File: config.mk
export PLATFORM = sky130hd
export DESIGN_NAME = paddle_ctrl_flat
export DESIGN_NICKNAME = d
export VERILOG_FILES = /design/src/rtl/breakout_pkg.sv /design/src/rtl/paddle_ctrl_if.sv /design/src/rtl/paddle_tick_gen.sv /design/src/rtl/paddle_ctrl.sv /design/src/flat_wrapper.sv
export SDC_FILE = /design/constraint.sdc
export NUM_CORES = 1
export LEC_CHECK = 0
export BUFFER_PORTS_ARGS = -buffer_cell sky130_fd_sc_hd__buf_2
export CAP_MARGIN = 15
export CORE_MARGIN = 10
export CORE_UTILIZATION = 60
export CTS_CLUSTER_DIAMETER = 60
export DETAILED_ROUTE_END_ITERATION = 8
export PLACE_DENSITY = 0.77
export SETUP_SLACK_MARGIN = 0.1
export SLEW_MARGIN = 40
export SYNTH_ARGS = -nofsm -noshare
export SYNTH_HDL_FRONTEND = slang
export SYNTH_HIERARCHICAL = 1
export SYNTH_SLANG_ARGS = --single-unit
File: constraint.sdc
create_clock -name clk -period 8 [get_ports clk]
set_input_delay 0.4 -clock clk [delete_from_list [all_inputs] [get_ports clk]]
set_output_delay 0.4 -clock clk [all_outputs]
set_load 0.05 [all_outputs]
File: src/rtl/breakout_pkg.sv
// Shared constants and state encoding for the breakout paddle, ball and collision blocks.
package breakout_pkg;

    localparam int unsigned SCREEN_W_DEF = 320;
    localparam int unsigned HALF_W_DEF   = 40;
    localparam int unsigned STEP_W       = 3;

    typedef enum logic [1:0] {
        ST_IDLE   = 2'd0,
        ST_MOVE_L = 2'd1,
        ST_MOVE_R = 2'd2
    } paddle_state_e;

endpackage

File: src/rtl/paddle_ctrl_if.sv
// Button requests in, paddle position/status out; master drives buttons, slave is the paddle.
interface paddle_ctrl_if #(
    parameter int unsigned X_W = 10
) ();
    logic           btn_left;
    logic           btn_right;
    logic           recenter;
    logic [X_W-1:0] x;
    logic [2:0]     step;
    logic           moving;
    logic           at_left;
    logic           at_right;
    logic           tick;

    modport master (
        output btn_left, btn_right, recenter,
        input  x, step, moving, at_left, at_right, tick
    );

    modport slave (
        input  btn_left, btn_right, recenter,
        output x, step, moving, at_left, at_right, tick
    );
endinterface

File: src/rtl/paddle_tick_gen.sv
// Free-running divider: one-cycle tick every TICK_DIV clocks, first one TICK_DIV cycles after reset.
module paddle_tick_gen #(
    parameter int unsigned TICK_DIV = 833333
) (
    input  logic clk,
    input  logic resetn,
    output logic tick
);
    localparam int unsigned CNT_W = (TICK_DIV > 1) ? $clog2(TICK_DIV) : 1;
    localparam logic [CNT_W-1:0] LAST = CNT_W'(TICK_DIV - 1);

    logic [CNT_W-1:0] r_cnt;
    logic             r_tick;

    always_ff @(posedge clk or negedge resetn) begin
        if (!resetn) begin
            r_cnt  <= '0;
            r_tick <= 1'b0;
        end else if (r_cnt == LAST) begin
            r_cnt  <= '0;
            r_tick <= 1'b1;
        end else begin
            r_cnt  <= r_cnt + CNT_W'(1);
            r_tick <= 1'b0;
        end
    end

    assign tick = r_tick;

endmodule

File: src/rtl/paddle_ctrl.sv
// Paddle position controller: button-driven movement with per-tick acceleration, wall clamping and recenter.
module paddle_ctrl
    import breakout_pkg::*;
#(
    parameter int unsigned SCREEN_W    = SCREEN_W_DEF,
    parameter int unsigned HALF_W      = HALF_W_DEF,
    parameter int unsigned X_W         = 10,
    parameter int unsigned TICK_DIV    = 833333,
    parameter int unsigned STEP_MIN    = 1,
    parameter int unsigned STEP_MAX    = 4,
    parameter int unsigned ACCEL_TICKS = 8
) (
    input logic         clk,
    input logic         resetn,
    paddle_ctrl_if.slave pif
);
    localparam int unsigned XW1    = X_W + 1;
    localparam int unsigned X_MIN  = HALF_W;
    localparam int unsigned X_MAX  = SCREEN_W - 1 - HALF_W;
    localparam int unsigned X_CTR  = SCREEN_W / 2;
    localparam int unsigned HOLD_W = $clog2(ACCEL_TICKS + 1);

    paddle_state_e     r_state, w_state_n, w_dir;
    logic [X_W-1:0]    r_x, w_x_n;
    logic [STEP_W-1:0] r_step, w_step_n, w_step_mv;
    logic [HOLD_W-1:0] r_hold, w_hold_n, w_hold_inc;
    logic [XW1-1:0]    w_x_ext, w_left_lim, w_sum;
    logic              w_tick, w_entering;

    paddle_tick_gen #(.TICK_DIV(TICK_DIV)) u_tick (
        .clk    (clk),
        .resetn (resetn),
        .tick   (w_tick)
    );

    // Conflicting or absent buttons both mean stop.
    always_comb begin
        w_dir = ST_IDLE;
        if (pif.btn_left && !pif.btn_right)
            w_dir = ST_MOVE_L;
        else if (!pif.btn_left && pif.btn_right)
            w_dir = ST_MOVE_R;
    end

    // The tick that enters a direction already counts as its first held tick.
    assign w_entering = (w_dir != r_state);
    assign w_step_mv  = w_entering ? STEP_W'(STEP_MIN) : r_step;
    assign w_hold_inc = w_entering ? HOLD_W'(1) : r_hold + HOLD_W'(1);
    assign w_x_ext    = XW1'(r_x);
    assign w_left_lim = XW1'(X_MIN) + XW1'(w_step_mv);
    assign w_sum      = w_x_ext + XW1'(w_step_mv);

    always_ff @(posedge clk or negedge resetn) begin
        if (!resetn) begin
            r_state <= ST_IDLE;
            r_x     <= X_W'(X_CTR);
            r_step  <= STEP_W'(STEP_MIN);
            r_hold  <= '0;
        end else begin
            r_state <= w_state_n;
            r_x     <= w_x_n;
            r_step  <= w_step_n;
            r_hold  <= w_hold_n;
        end
    end

    always_comb begin
        w_state_n = r_state;
        w_x_n     = r_x;
        w_step_n  = r_step;
        w_hold_n  = r_hold;
        if (pif.recenter) begin
            w_state_n = ST_IDLE;
            w_x_n     = X_W'(X_CTR);
            w_step_n  = STEP_W'(STEP_MIN);
            w_hold_n  = '0;
        end else if (w_tick) begin
            w_state_n = w_dir;
            w_step_n  = w_step_mv;
            w_hold_n  = '0;
            case (w_dir)
                ST_MOVE_L: w_x_n = (w_x_ext < w_left_lim) ? X_W'(X_MIN)
                                                          : X_W'(w_x_ext - XW1'(w_step_mv));
                ST_MOVE_R: w_x_n = (w_sum > XW1'(X_MAX)) ? X_W'(X_MAX) : X_W'(w_sum);
                default:   w_x_n = r_x;
            endcase
            if (w_dir != ST_IDLE) begin
                if (w_hold_inc == HOLD_W'(ACCEL_TICKS))
                    w_step_n = (w_step_mv < STEP_W'(STEP_MAX)) ? w_step_mv + STEP_W'(1) : w_step_mv;
                else
                    w_hold_n = w_hold_inc;
            end
        end
    end

    assign pif.x        = r_x;
    assign pif.step     = r_step;
    assign pif.tick     = w_tick;
    assign pif.moving   = (r_state != ST_IDLE);
    assign pif.at_left  = (r_x == X_W'(X_MIN));
    assign pif.at_right = (r_x == X_W'(X_MAX));

endmodule

File: src/flat_wrapper.sv
// flat-port wrapper written by rule: the top's interface ports become plain ports
module paddle_ctrl_flat import breakout_pkg::*;
#(
    parameter int unsigned SCREEN_W    = SCREEN_W_DEF,
    parameter int unsigned HALF_W      = HALF_W_DEF,
    parameter int unsigned X_W         = 10,
    parameter int unsigned TICK_DIV    = 833333,
    parameter int unsigned STEP_MIN    = 1,
    parameter int unsigned STEP_MAX    = 4,
    parameter int unsigned ACCEL_TICKS = 8
)
  (clk, resetn, pif_btn_left, pif_btn_right, pif_recenter, pif_x, pif_step, pif_moving, pif_at_left, pif_at_right, pif_tick);
  paddle_ctrl_if #(.X_W(X_W)) pif_i ();
  input logic clk;
  input logic resetn;
  input wire logic [$bits(pif_i.btn_left)-1:0] pif_btn_left;
  input wire logic [$bits(pif_i.btn_right)-1:0] pif_btn_right;
  input wire logic [$bits(pif_i.recenter)-1:0] pif_recenter;
  output wire logic [$bits(pif_i.x)-1:0] pif_x;
  output wire logic [$bits(pif_i.step)-1:0] pif_step;
  output wire logic [$bits(pif_i.moving)-1:0] pif_moving;
  output wire logic [$bits(pif_i.at_left)-1:0] pif_at_left;
  output wire logic [$bits(pif_i.at_right)-1:0] pif_at_right;
  output wire logic [$bits(pif_i.tick)-1:0] pif_tick;
  assign pif_i.btn_left = pif_btn_left;
  assign pif_i.btn_right = pif_btn_right;
  assign pif_i.recenter = pif_recenter;
  assign pif_x = pif_i.x;
  assign pif_step = pif_i.step;
  assign pif_moving = pif_i.moving;
  assign pif_at_left = pif_i.at_left;
  assign pif_at_right = pif_i.at_right;
  assign pif_tick = pif_i.tick;
  paddle_ctrl #(.SCREEN_W(SCREEN_W), .HALF_W(HALF_W), .X_W(X_W), .TICK_DIV(TICK_DIV), .STEP_MIN(STEP_MIN), .STEP_MAX(STEP_MAX), .ACCEL_TICKS(ACCEL_TICKS)) u_core (.clk(clk), .resetn(resetn), .pif(pif_i));
endmodule
Word-level counts from Yosys, hierarchy flattened --
Index checks and enable logic that the tools add are counted.
Storage, ports and cells: bits in registers 40, bits of input ports 5, output and inout bits 17, logic and storage cells 53
Cells by class: $add $sub $neg 6, $lt $le $gt $ge 3, equal/unequal tests 7, multiplexer cells 22, reduce and logical (&&, ||, !) cells 9
Operators by type and width (number):
- $mux 10 | 4
- $add 20x1->20 const B | 1
- $eq 20x20->1 const B | 1
- $mux 20 | 1
- $mux 4 | 5
- $pmux 10 s2 | 1
- $mux 3 | 6
- $add 10x3->11 | 1
- $gt 11x9->1 const B | 1
- $lt 10x11->1 | 1
- $eq 10x6->1 const B | 1
- $eq 10x9->1 const B | 1
- $sub 10x3->10 | 1
- $mux 2 | 4
- $add 6x3->7 const A | 1
- $reduce_bool 2->1 | 3
- $add 4x1->4 const B | 1
- $eq 4x4->1 const B | 1
- $add 3x1->3 const B | 1
- $lt 3x3->1 const B | 1
- $reduce_bool 3->1 | 1
- $eq 2x1->1 const B | 1
- $eq 2x2->1 const B | 1
- $logic_and 1x1->1 | 2
- other kinds (4) | 5

Depth between registers and ports, before layout --
depth in word-level cells 12, depth in mapped cells 15, gate-level depth less buffers 15

Cells and area by module --
The synthesis kept the hierarchy.
Modules (own cells, without submodules):
- paddle_ctrl | times used 1, cells an instance 220, area each 1697.9 sq um
- paddle_tick_gen | times used 1, cells an instance 99, area each 1052.3 sq um

Least setup slack after synthesis --
No wires, ideal clock.
path type input-to-reg, start point in pif_btn_left, end point reg u_core.r_x[2] (netlist: u_core/pif.x[2]), library setup time 0.126 ns, arrival time 3.212 ns, data required time 7.874 ns, path slack 4.662 ns, stages on the path 14, path through inv_1 > ha_1 > xor2_1 > nor2_1 > nand2_1 > ha_1 > clkbuf_1 > nor2b_1 > nand2_1 > or4_1 > o311ai_1 > a21o_1 > nand3_2 > a221o_1
On the way: cells in the longest elaborated chain, start to end 12, elaborated cells on any way between the ends 21, classes of those cells 3 x add/sub; 2 x order compare; 3 x eq/ne; 8 x mux; 5 x reduce/logical
RTL lines:
- start: declaration | line flat_wrapper.sv:16 | input wire logic [$bits(pif_i.btn_left)-1:0] pif_btn_left;
- $logic_not 1->1 | line paddle_ctrl.sv:41 | else if (!pif.btn_left && pif.btn_right)
- $logic_and 1x1->1 | line paddle_ctrl.sv:41
- $mux 2 | line paddle_ctrl.sv:41
- $mux 2 * | line paddle_ctrl.sv:39 | if (pif.btn_left && !pif.btn_right)
- $ne 2x2->1 | line paddle_ctrl.sv:46 | assign w_entering = (w_dir != r_state);
- $mux 3 | line paddle_ctrl.sv:47 | assign w_step_mv = w_entering ? STEP_W'(STEP_MIN) : r_step;
- $add 10x3->11 or $add 6x3->7 (tied branches) | line paddle_ctrl.sv:51, paddle_ctrl.sv:50
- $gt 11x9->1 or $lt 10x11->1 (tied branches) | line paddle_ctrl.sv:84, paddle_ctrl.sv:82
- $mux 10 (on tied branches) | line paddle_ctrl.sv:84, paddle_ctrl.sv:82
- $pmux 10 s2 | line paddle_ctrl.sv:81 | case (w_dir)
- $mux 10 | line paddle_ctrl.sv:77 | end else if (w_tick) begin
- $mux 10 | line paddle_ctrl.sv:72 | if (pif.recenter) begin
- end signal: assignment | line paddle_ctrl.sv:56 | r_x <= X_W'(X_CTR);
- end signal: assignment | line paddle_ctrl.sv:61 | r_x <= w_x_n;
- end: declaration | line paddle_ctrl.sv:24 | logic [X_W-1:0] r_x, w_x_n;
Every way passes the cells marked *; elsewhere a longest branch is shown, timed or not. The select of a mux whose other input is x is not followed. A chain may end at the register's enable or synchronous reset.

Final worst setup path --
start point in pif_btn_left, end point reg u_core.r_x[4] (netlist: u_core/pif.x[4])
Same word-level chain as after synthesis.

==> results.py <==
metrics = {
    "setup_path": {
        "worst-path-buf-inv": 3,
        "path_max_fanout": 15,
        "endpoint_kind": "register",
        "worstSetupPathType": "in2reg",
        "crit_chain": "buf_2 -> inv_1 -> ha_1 -> xor2_1 -> nor2_1 -> nand2_1 -> inv_1 -> fa_1 -> nor2b_1 -> nand2_1 -> or4_1 -> o311ai_1 -> a21o_1 -> nand3_2 -> a221o_1",
        "crit_slowest_cell": "ha_1",
        "regToRegStartpoint": "u_core/r_state[1]",
        "cp_data_required_time_ns": 8.19,
        "startpoint": "pif_btn_left",
        "startpoint_type": "input pin",
        "max_stage_delay_ns": 0.49,
        "path_delay_family": "simple AND/OR/NAND/NOR gates",
        "arrival_ns": 3.96,
    },
    "synthesis": {
        "synth_top_area_cell": "dfrtp_1",
        "netlist_area_mm2": 0.00275,
        "syn_avg_cell_area_um2": 8.62,
        "synth_cell_type_count": 57,
        "yosysWarnings": 6,
        "synth_edf_count": 0,
        "synthCells": 319,
        "synthArstFlopShare_pct": 100,
        "synthSimpleGateAreaFrac_pct": 27.5,
        "synth_compound_area_share_pct": 15.2,
        "synth_top_area_share_pct": 33.7,
        "seq_area_frac_synth_pct": 36.5,
        "synthAdderAreaFrac_pct": 6.46,
        "synth_top_family_by_area": "simple AND/OR/NAND/NOR gates",
        "ys.flop_type": "dfrtp_1",
        "post_synth_mux_area_share_pct": 1.09,
        "synth-xor-area-share_pct": 8.92,
        "syn_nets": 337,
        "netlist_top_cells_area": "dfrtp_1, xnor2_1, nor2_1",
        "synth_seq_cells": 40,
    },
    "sta": {
        "tns_ns": 0,
        "fin_ws_ns": 4.23,
        "worstMarginPinSlew_ns": 0.747,
        "final-setup-viol-count": 0,
        "slew_violations": 0,
        "period_share_pct": 47.2,
        "hold_viol": 0,
        "relSlewSlack_pct": 49.7,
        "skew_ns": 0.0102,
        "rsz0062_at_grt": "no",
        "period_minus_slack_ns": 3.77,
        "max_freq_ghz": 0.265,
        "holdWs_ns": 0.0588,
    },
    "final_layout": {
        "layout_common_cells": "nor2_1, dfrtp_1, nand2_1",
        "antenna_cells": 0,
        "area_delta_synth_final_pct": 8.83,
        "multi_input_area_mm2": 0.00163,
        "stdcell_count": 386,
        "drive_gt1_share_pct": 12.6,
        "fillers": 339,
        "seqCellArea_mm2": 0.00100,
        "nets": 351,
        "final_common_cell": "nor2_1",
    },
    "power_and_ir_drop": {
        "p_per_area_mw_per_mm2": 132,
        "p_leak_nw": 1.29,
        "max-vdd-ir-drop_mv": 0.0899,
    },
    "global_route": {
        "grt_overflow": 0,
        "grt_pass1_vias": 2314,
        "grt_max_degree": 41,
        "grt_pass1_wl_um": 10700,
        "grt_util_all_layers_pct": 17.0,
        "antenna_found_initial": 0,
    },
    "routing": {
        "vias_per_cell": 6.34,
        "route.vias.total": 2449,
        "routed_wl_um": 6280,
        "wl_per_cell_um": 16.3,
        "ant_nets": 0,
        "first_iter_violations": 218,
        "dr.pass1.iters": 5,
        "drc": 0,
    },
    "clock_tree": {
        "cts_made_buffers": 5,
        "htreeDepth": 2,
        "cts_setup_buffers": 0,
        "cts_tree": "yes",
        "clk_pin_slew_ns": 0.08,
        "hold_buffers": 0,
        "clock_path_buffers": 2,
        "insertion_delay_ns": 0.30,
        "clock-sinks": 40,
        "ctsResizeCount": 0,
        "cts_root_buf": "clkbuf_8",
    },
    "floorplan": {
        "start_util_pct": 62.7,
        "die-width_um": 87.7,
        "core-area_mm2": 0.00438,
        "rows": 24,
        "die_h_um": 87.7,
        "num_io_pins": 22,
        "die-area_mm2": 0.00769,
    },
    "place": {
        "dp_cells": 378,
        "portBuffers": 21,
        "place_hpwl_um": 4550,
        "place.gp.congestion": 0.953,
        "post-place-ws_ns": 3.98,
    },
    "run_status": {
        "status": "complete, no violations",
    },
    "job": {
        "maxCapViolations": 0,
    },
    "hold_path": {
        "hp-class": "in2async",
    },
}
-- stage by stage --
step	total power [W]	utilization, %	instance area [um2]
floorplan	0.000214	-	2750
global placement	0.000220	65.3	2860
detailed placement	0.000221	65.4	2870
CTS	0.000400	68.3	2990
global route	0.000409	68.3	2990
finish	0.000396	68.3	2990
-- power breakdown --
part,switching (W),internal [W],total [W],leakage [nW]
Clock,0.0000690,0.000110,0.000179,0.0645
Sequential,0.0000000000000954,0.000202,0.000202,0.534
Combinational,0.0000111,0.00000346,0.0000145,0.691
Total,0.0000801,0.000316,0.000396,1.29
-- synthesized netlist by cell type, drive strengths merged, types with 3 or more instances --
master  instances
o21ai          15
o22ai           4
ha             11
o21a            4
nand4          13
nand3          16
nor2           40
mux2i           3
a21oi          18
nand2          21
nor2b           9
o311ai          3
clkbuf         10
nor3           11
nor4            6
dfstp           3
dfrtp          37
xnor2          20
xor2            8
buf             4
and3            4
or2             4
inv            17
-- metal layers --
layer	wire length, um	vias to the layer above	part of all wire, %	track usage (%)
met2	2970	118	47	28.2
met4	137	0	2.2	7.10
li1	-	1172	-	-
met3	527	19	8.4	4.27
met5	0	-	0	0
met1	2640	1140	42	20.4
-- registers in the layout (all words and copies together), names as in the netlist --
| name | flops |
|---|---|
| u_core/u_tick/r_cnt | 20 |
| u_core/u_tick/tick | 1 |
| u_core/r_state | 2 |
| u_core/pif.step | 3 |
| u_core/pif.x | 10 |
| u_core/r_hold | 4 |
-- kinds of logic (layout without fill, tap and decap cells) --
family                     Yosys count  in the layout
and+or+nand+nor                    140            140
AOI/OAI and AO/OA                   64             64
DFF                                 40             40
buffers and inverters               31             46
xor gates and xnor gates            28             28
adders and majority gates           13             13
muxes                                3              3
-- worst paths after layout --
kind	end	slack, ns	cells after the start
setup reg to reg	u_core/pif.x[4]	4.60	12
max in group asynchronous	u_core/r_state[1]	7.58	1
setup / recovery	u_core/pif.x[4]	4.23	15
hold reg to reg	u_core/u_tick/r_cnt[7]	0.55	1
hold / removal	u_core/pif.x[2]	0.06	1
min in group clk	u_core/r_hold[2]	0.43	2
-- cell type report --
class | instances | share of cell area (%)
Multi-Input combinational cell | 248 | 54.3
Clock inverter | 1 | 1.00
Tap cell | 52 | 2.17
Clock buffer | 7 | 3.22
Timing Repair Buffer | 21 | 3.60
Inverter | 17 | 2.13
Sequential cell | 40 | 33.6
No activity file was read; power rests on OpenSTA's default activity.
